--- src/rtl/sh_rl_param.sv ---
// Parametrised load/shift/rotate register. It steps one bit per clock and reports busy and done.
// Build option SH_ARITH_EN makes shift right fill with the sign bit instead of ser_in.
module sh_rl_param #(
  parameter int WIDTH = 4,
  parameter int IN_W  = 3,
  parameter int CNT_W = 3
) (
  input  logic             clk,
  input  logic             rst,
  input  logic             init_sh,
  input  logic [1:0]       op,
  input  logic [CNT_W-1:0] amt,
  input  logic [IN_W-1:0]  portB,
  input  logic             ser_in,
  output logic [WIDTH-1:0] sal_sh,
  output logic             ser_out,
  output logic             busy,
  output logic             done
);

  // state | meaning
  // IDLE  | waiting for init_sh; sal_sh holds
  // SHIFT | one step per edge, cnt counts remaining steps down to terminal 1
  // DONE  | one-cycle completion pulse, returns to IDLE

  typedef enum logic [1:0] {IDLE, SHIFT, DONE} state_t;

  localparam logic [1:0] OP_LOAD = 2'b00;
  localparam logic [1:0] OP_SHR  = 2'b01;
  localparam logic [1:0] OP_SHL  = 2'b10;

  state_t           state, state_n;
  logic [CNT_W-1:0] cnt, cnt_n;
  logic [1:0]       op_q, op_n;
  logic [WIDTH-1:0] sal, sal_n;
  logic             so, so_n;
  logic             fill_r;

`ifdef SH_ARITH_EN
  assign fill_r = sal[WIDTH-1];
`else
  assign fill_r = ser_in;
`endif

  always_ff @(posedge clk) begin
    if (rst) begin
      state <= IDLE;
      cnt   <= '0;
      op_q  <= OP_LOAD;
      sal   <= '0;
      so    <= 1'b0;
    end else begin
      state <= state_n;
      cnt   <= cnt_n;
      op_q  <= op_n;
      sal   <= sal_n;
      so    <= so_n;
    end
  end

  always_comb begin
    state_n = state;
    cnt_n   = cnt;
    op_n    = op_q;
    sal_n   = sal;
    so_n    = so;
    unique case (state)
      IDLE: begin
        if (init_sh) begin
          if (op == OP_LOAD) begin
            sal_n   = WIDTH'(portB);
            state_n = DONE;
          end else begin
            op_n    = op;
            cnt_n   = amt;
            state_n = (amt == '0) ? DONE : SHIFT;
          end
        end
      end
      SHIFT: begin
        unique case (op_q)
          OP_SHR: begin
            sal_n = {fill_r, sal[WIDTH-1:1]};
            so_n  = sal[0];
          end
          OP_SHL: begin
            sal_n = {sal[WIDTH-2:0], ser_in};
            so_n  = sal[WIDTH-1];
          end
          default: begin
            sal_n = {sal[0], sal[WIDTH-1:1]};
            so_n  = sal[0];
          end
        endcase
        cnt_n = cnt - 1'b1;
        if (cnt == CNT_W'(1)) state_n = DONE;
      end
      DONE:    state_n = IDLE;
      default: state_n = IDLE;
    endcase
  end

  assign sal_sh  = sal;
  assign ser_out = so;
  assign busy    = (state == SHIFT);
  assign done    = (state == DONE);

endmodule

--- config.mk ---
export PLATFORM = sky130hd
export DESIGN_NAME = sh_rl_param
export DESIGN_NICKNAME = d
export VERILOG_FILES = /design/src/rtl/sh_rl_param.sv
export SDC_FILE = /design/constraint.sdc
export NUM_CORES = 1
export LEC_CHECK = 0
export BUFFER_PORTS_ARGS = -buffer_cell sky130_fd_sc_hd__buf_2
export CORE_UTILIZATION = 42
export CTS_BUF_LIST = sky130_fd_sc_hd__clkbuf_16
export DETAILED_ROUTE_END_ITERATION = 6
export PLACE_DENSITY = 0.74
export SYNTH_ARGS = -nofsm -noshare
export SYNTH_HDL_FRONTEND = slang
export SYNTH_SLANG_ARGS = --single-unit
--- constraint.sdc ---
create_clock -name clk -period 1.4 [get_ports clk]
set_input_delay 0.21 -clock clk [delete_from_list [all_inputs] [get_ports clk]]
set_output_delay 0.21 -clock clk [all_outputs]
set_load 0.03 [all_outputs]
==> results of run 1 <==
-- how the worst max path moves through the flow --
stage               startpoint         to  slack, ns  cells past startpoint
floorplan              op_q[0]  sal_sh[3]       0.03                      5
global placement       op_q[0]  sal_sh[3]       0.05                      5
global route           op_q[1]  sal_sh[3]     0.0005                      4
detailed placement     op_q[0]  sal_sh[3]       0.03                      5
CTS                   state[1]       busy      0.004                      3
finish                 op_q[0]  sal_sh[2]       0.05                      5
-- cells by family (layout without fill, tap and decap cells) --
| logic type | after synthesis | in the layout |
|---|---|---|
| fa+ha+maj | 5 | 5 |
| compound gates | 27 | 27 |
| mux | 1 | 1 |
| flops | 12 | 12 |
| simple gates | 30 | 30 |
| buf+inv | 10 | 33 |
-- registers in the layout, summed over array words and instances (netlist names) --
register / count
sal_sh: 4
cnt: 3
state: 2
ser_out: 1
op_q: 2
-- layout by cell type, fill, tap and decap left out, drive strengths merged --
cell type and n:
a221oi 1, nand3b 4, nand3 6, o21ai 6
dfxtp 12, inv 7, nor2 2, or3 1
a32o 3, a211oi 5, or4 2, or2 2
mux2i 1, a21oi 4, nand4 1, a31oi 2
ha 5, o311ai 1, nand2b 6, nor3 1
a2111oi 1, o211ai 1, o31ai 2, or3b 1
buf 22, clkbuf 3, nor2b 3, a21o 1
nor4 1, clkinv 1
-- cell usage after synthesis (2+ instances only) --
master / number / area share (%)
or4_1: 2 / 2.0
a211oi_1: 3 / 3.0
inv_1: 5 / 2.5
nand2b_1: 5 / 4.2
dfxtp_1: 12 / 32
ha_1: 5 / 8.3
nor2_1: 2 / 1.0
o21ai_0: 5 / 3.3
a31oi_1: 2 / 1.7
inv_2: 2 / 1.0
a21oi_1: 4 / 2.7
or2_2: 2 / 1.7
nand3b_1: 4 / 4.0
nor2b_1: 3 / 2.5
o31ai_1: 2 / 2.0
a211oi_2: 2 / 3.3
nand3_1: 6 / 4.0
a32o_1: 3 / 4.0
-- critical path: cells and delay by family, from the launching register on --
family,cells,cell delay (ns)
and+or+nand+nor,1,0.10
DFF,1,0.31
AOI/OAI and AO/OA,2,0.43
adders and majority gates,1,0.25
buffers and inverters,1,0.13
-- cell type report --
type / count / area (µm²) / share of cell area, %
clock buffer: 3 / 75.1 / 7.62
clock inverter: 1 / 3.75 / 0.381
inverter: 7 / 28.8 / 2.92
multi-input combinational: 63 / 479 / 48.7
sequential: 12 / 245 / 24.9
tap: 24 / 30.0 / 3.05
timing repair buffer: 22 / 123 / 12.5
-- per-layer routing --
metal  share of wire (%)  GRT usage [%]
met5                   0              0
met4                 1.6           10.9
met3                 4.7           4.90
met2                  47           30.9
met1                  47           27.6
-- power by group through the flow --
stage                     sequential [mW]  clock [mW]  combinational [mW]
after floorplan                     0.431           0               0.175
after global placement              0.416           0               0.262
after detailed placement            0.417           0               0.269
after CTS                           0.412       0.540               0.275
after global routing                0.419       0.555               0.302
final                               0.415       0.541               0.277
-- what timing repair did --
action | in CTS | in global routing
resized for setup | 2 | 5
setup endpoints to repair | 1 | 6
pin swaps | 0 | 1
-- metrics by stage --
| stage | util [%] | power [mW] |
|---|---|---|
| after CTS | 61.4 | 1.23 |
| final | 61.8 | 1.23 |
| after global routing | 61.8 | 1.28 |
| after detailed placement | 56.2 | 0.686 |
| after global placement | 56.2 | 0.679 |
| after floorplan | - | 0.606 |
==> metrics.yaml, run 1 <==
cts:
  cts_buffer_depth: 2
  insertion_delay_ns: 0.24
  clk_pin_slew_ns: 0.04
  postCtsSetupBuffers: 0
  cts_hold_buf: 0
  clkSinkCount: 12
  tritoncts: "yes"
  numCtsBuffers: 3
  cts-root-buf: "clkbuf_16"
  htree_levels: 1
final_layout:
  nFillCells: 136
  final_cells: 132
  drive_above_1_share_pct: 36.1
  n_antenna_cell: 0
  design_area_um2: 985
  layout.nets: 126
  syn_to_final_growth_pct: 30.7
route:
  detail-route-antenna-nets: 0
  detail_route.wl_per_cell_um: 14.0
  drc: 0
  vias_per_cell: 5.70
  drt_iter0_drc: 19
  dr.pass1.iters: 4
  wl_um: 1840
  vias: 752
synthesis:
  yosysWarnings: 0
  avgSynthCellArea_um2: 8.86
  synth_edf_count: 0
  netlist_area_um2: 753
  synth_xor_area_share_pct: 0
  ys.flop_type: "dfxtp_1"
  yosysSeqAreaShare_pct: 31.9
  muxShareOfSynthArea_pct: 1.33
  synthAdderAreaFrac_pct: 8.31
  synth_cell_types: 34
  synth_compound_area_share_pct: 26.9
  ys_ff_latch: 12
  synth-async-reset-ratio_pct: 0
  synth_top_family_by_area: "compound AO/OA/AOI/OAI gates"
  yosys.area_share.simple_pct: 25.4
  synth.net_count: 102
  syn_inst: 85
power:
  clockPowerShare_pct: 43.9
  p_sw_mw: 0.359
  p_per_area_nw_per_um2: 1250
  p_seq_share_pct: 33.6
  p_int_mw: 0.875
  irDropWorstVdd_mv: 0.705
  p_comb_share_pct: 22.5
  p_sw_share_pct: 29.1
  p_leak_nw: 0.394
sta:
  setup_violations: 0
  period_needed_ns: 1.35
  worst_slack_ns: 0.0548
  min_period_over_period_pct: 96.1
  clock_skew_ns: 0.00276
  relSlewSlack_pct: 64.8
  hold_viol: 0
  tns_ns: 0
  worstMarginPinSlew_ns: 0.526
  rsz0062_at_grt: "false"
  hold_ws_ns: 0.241
  slew_viol_final: 0
  fmax_mhz: 743
place:
  dp_hpwl_um: 1290
  port_buffers: 18
  finalWeightedCongestion: 0.874
  placedInstanceArea_um2: 896
  place_ws_ns: 0.0299
  place_inst: 128
global_route:
  grt_overflow: 0
  grt_pass1_vias: 664
  antenna_found_initial: 0
  grt_pass1_wl_um: 2950
  grt_max_degree: 13
  track_usage_pct: 20.7
worst_setup_path:
  r2r-end: "sal_sh[2]"
  worstReg2RegStart: "op_q[0]"
  crit_chain: "buf_4, ha_1, o21ai_0, nand3_1, a32o_1"
  endpoint_kind: "register"
  worstSetupPathType: "register to register"
  reg2reg_depth: 5
  r2r_slack_ns: 0.05
  cp-start-kind: "register"
  arrival_ns: 1.48
  worst_path_max_delay_cell: "dfxtp_2"
  max_stage_delay_ns: 0.31
  critPathMaxFanout: 4
  critPathRequiredTime_ns: 1.53
die:
  die_x_um: 44.4
  rows: 14
  core_um2: 1590
  io_pins: 19
  die-height_um: 44.4
  initial_core_util_pct: 47.3
  die-area_um2: 1970
worst_hold_path:
  hold_end: "op_q[1]"
  hp-class: "input port to register"
  holdCritStartpoint: "op[1]"
  worstHoldPathCells: 3
run:
  drv_cap: 0
status:
  status: "finished, final reports clean"
No activity file was read; power rests on OpenSTA's default activity.
==> inputs of run 2 (changes only) <==
--- a/config.mk
+++ b/config.mk
@@ -9,7 +9,7 @@
 export CORE_UTILIZATION = 42
 export CTS_BUF_LIST = sky130_fd_sc_hd__clkbuf_16
 export DETAILED_ROUTE_END_ITERATION = 6
-export PLACE_DENSITY = 0.74
+export PLACE_DENSITY = 0.71
 export SYNTH_ARGS = -nofsm -noshare
 export SYNTH_HDL_FRONTEND = slang
 export SYNTH_SLANG_ARGS = --single-unit
==> run 2 against run 1 <==
Against the previous run:
- critical path depth did not move
- highest routed layer unchanged
- largest power group unchanged
- first-iteration DRC count rose by 42%
- critical path type unchanged
- routed wire length rose by 2.5%
==> metrics.yaml, run 2 (synthesis results as in run 1) <==
cts:
  clkSinkCount: 12  # unchanged
  tritoncts: "yes"
  clk_pin_slew_ns: 0.05  # about the same
  postCtsSetupBuffers: 0  # unchanged
  insertion_delay_ns: 0.24  # about the same
  cts-root-buf: "clkbuf_16"
  cts_buffer_depth: 2  # unchanged
  numCtsBuffers: 3  # unchanged
  htree_levels: 1  # unchanged
worst_setup_path:
  arrival_ns: 1.54  # +0.06 ns
  worst_path_max_delay_cell: "or4_1"
  path_buf_inv: 1  # unchanged
  r2r_slack_ns: 0.04  # -0.02 ns
  critPathRequiredTime_ns: 1.57  # +0.04 ns
  cp-start-kind: "register"
  crit_chain: "inv_2, ha_4, nor2b_1, or4_1, o21ai_1"
  critPathMaxFanout: 8  # +4
  crit_family: "simple AND/OR/NAND/NOR gates"
  reg2reg_depth: 5  # unchanged
  max_stage_delay_ns: 0.46  # +0.15 ns
  worstSetupPathType: "register to register"
  endpoint_kind: "register"
  r2r-end: "sal_sh[3]"
  worstReg2RegStart: "op_q[0]"
die:
  core_um2: 1590  # unchanged
  rows: 14  # unchanged
  die-area_um2: 1970  # unchanged
  io_pins: 19  # unchanged
  die_x_um: 44.4  # unchanged
  die-height_um: 44.4  # unchanged
  initial_core_util_pct: 47.3  # unchanged
place:
  finalWeightedCongestion: 0.788  # -9.9%
  placedInstanceArea_um2: 903  # +0.84%
  dp_hpwl_um: 1380  # +7.1%
  port_buffers: 18  # unchanged
final_layout:
  n_antenna_cell: 0  # unchanged
  final_common_cell: "buf_2"
  largest_reg_flops: 4  # unchanged
  nFillCells: 139  # +2.2%
  design_area_um2: 991  # +0.64%
  syn_to_final_growth_pct: 31.6
  layout.nets: 127  # +0.79%
  drive_above_1_share_pct: 36.7  # +0.59 points
  final_cell_mix: "buf_2, dfxtp_1, nand3_1"
power:
  p_leak_nw: 0.399  # +1.4%
  irDropWorstVdd_mv: 0.795  # +13%
  p_per_area_nw_per_um2: 1240  # -1.2%
global_route:
  grt_pass1_vias: 678  # +2.1%
  grt_max_degree: 13  # unchanged
  antenna_found_initial: 0  # unchanged
  grt_overflow: 0  # unchanged
  track_usage_pct: 21.8  # +1.1 points
  grt_pass1_wl_um: 3110  # +5.1%
sta:
  worstMarginPinSlew_ns: 0.531  # +0.00506 ns
  rsz0062_at_grt: "true"
  fmax_mhz: 734  # -1.2%
  hold_viol: 0  # unchanged
  period_needed_ns: 1.36  # +0.0164 ns
  tns_ns: 0  # unchanged
  slew_viol_final: 0  # unchanged
  relSlewSlack_pct: 64.4  # -0.34 points
  clock_skew_ns: 0.00346  # +0.000706 ns
  min_period_over_period_pct: 97.3  # +1.2 points
  setup_violations: 0  # unchanged
  hold_ws_ns: 0.245  # +0.00454 ns
route:
  detail_route.wl_per_cell_um: 14.2  # +1.7%
  wl_um: 1890  # +2.5%
  drc: 0  # unchanged
  dr.pass1.iters: 4  # unchanged
  detail-route-antenna-nets: 0  # unchanged
  vias_per_cell: 5.66  # -0.62%
  vias: 753  # +0.13%
  drt_iter0_drc: 27  # +8
status:
  status: "finished, final reports clean"
worst_hold_path:
  worstHoldPathCells: 3  # unchanged
  hold_end: "op_q[1]"
  hp-class: "input port to register"
  holdCritStartpoint: "op[1]"
run:
  drv_cap: 0  # unchanged
-- run 2: changes by cell type in the layout (fill, tap and decap cells not counted) --
cell     delta
nor2b_2     +1
buf_2       +1
dfxtp_2     -1
nor2b_1     -1
dfxtp_1     +1
-- run 2: per-layer routing --
layer	up-vias	wire, µm	global-route usage [%]
met1	350	885	30.1
met5	-	0	0
met3	4	125	3.67
met4	0	20	9.09
met2	30	856	33.5
li1	369	-	-
-- run 2: cell type report --
| type | instances | area (µm²) | share of cell area (%) |
|---|---|---|---|
| flip-flops and latches | 12 | 244 | 24.6 |
| well taps | 24 | 30.0 | 3.03 |
| multi-input cells | 63 | 482 | 48.6 |
| clock buffers | 3 | 75.1 | 7.58 |
| inverters | 7 | 28.8 | 2.90 |
| repair buffers | 23 | 128 | 12.9 |
| clock inverters | 1 | 3.75 | 0.379 |
-- run 2: per-stage QoR --
step                      setup WS (ns)  power [mW]  instances  util (%)
after floorplan                  0.0338       0.606         85         -
after global placement           0.0423       0.685        129      56.7
after detailed placement        0.00720       0.691        129      56.7
after CTS                       0.00985        1.23        133      61.7
after global routing            -0.0292        1.29        133      62.2
final                            0.0384        1.23        133      62.2
-- run 2: repair_timing --
action                                  CTS  global route
endpoints found under the setup margin    2             6
hold buffers                              0             0
gates resized for setup                   2             4
-- run 2: how the worst max path moves through the flow --
stage | startpoint | to | slack [ns] | cells after the start
after floorplan | op_q[0] | sal_sh[3] | 0.03 | 5
after global placement | op_q[0] | sal_sh[3] | 0.04 | 5
after detailed placement | op_q[0] | sal_sh[3] | 0.007 | 5
after CTS | op_q[0] | sal_sh[3] | 0.01 | 5
after global routing | op_q[0] | sal_sh[3] | -0.03 | 5
final | op_q[0] | sal_sh[3] | 0.04 | 5
-- run 2: worst register-to-register path: cells and delay by family, from the launching register on --
| kind | cells | cell delay [ns] |
|---|---|---|
| and+or+nand+nor | 2 | 0.59 |
| buffers and inverters | 1 | 0.05 |
| AOI/OAI and AO/OA | 1 | 0.08 |
| DFF | 1 | 0.33 |
| adders and majority gates | 1 | 0.25 |
-- run 2: power breakdown --
group	leakage [nW]	internal [mW]	switching, mW
registers	0.0997	0.377	0.0352
clock network	0.0385	0.377	0.154
logic	0.261	0.121	0.162
total	0.399	0.876	0.350
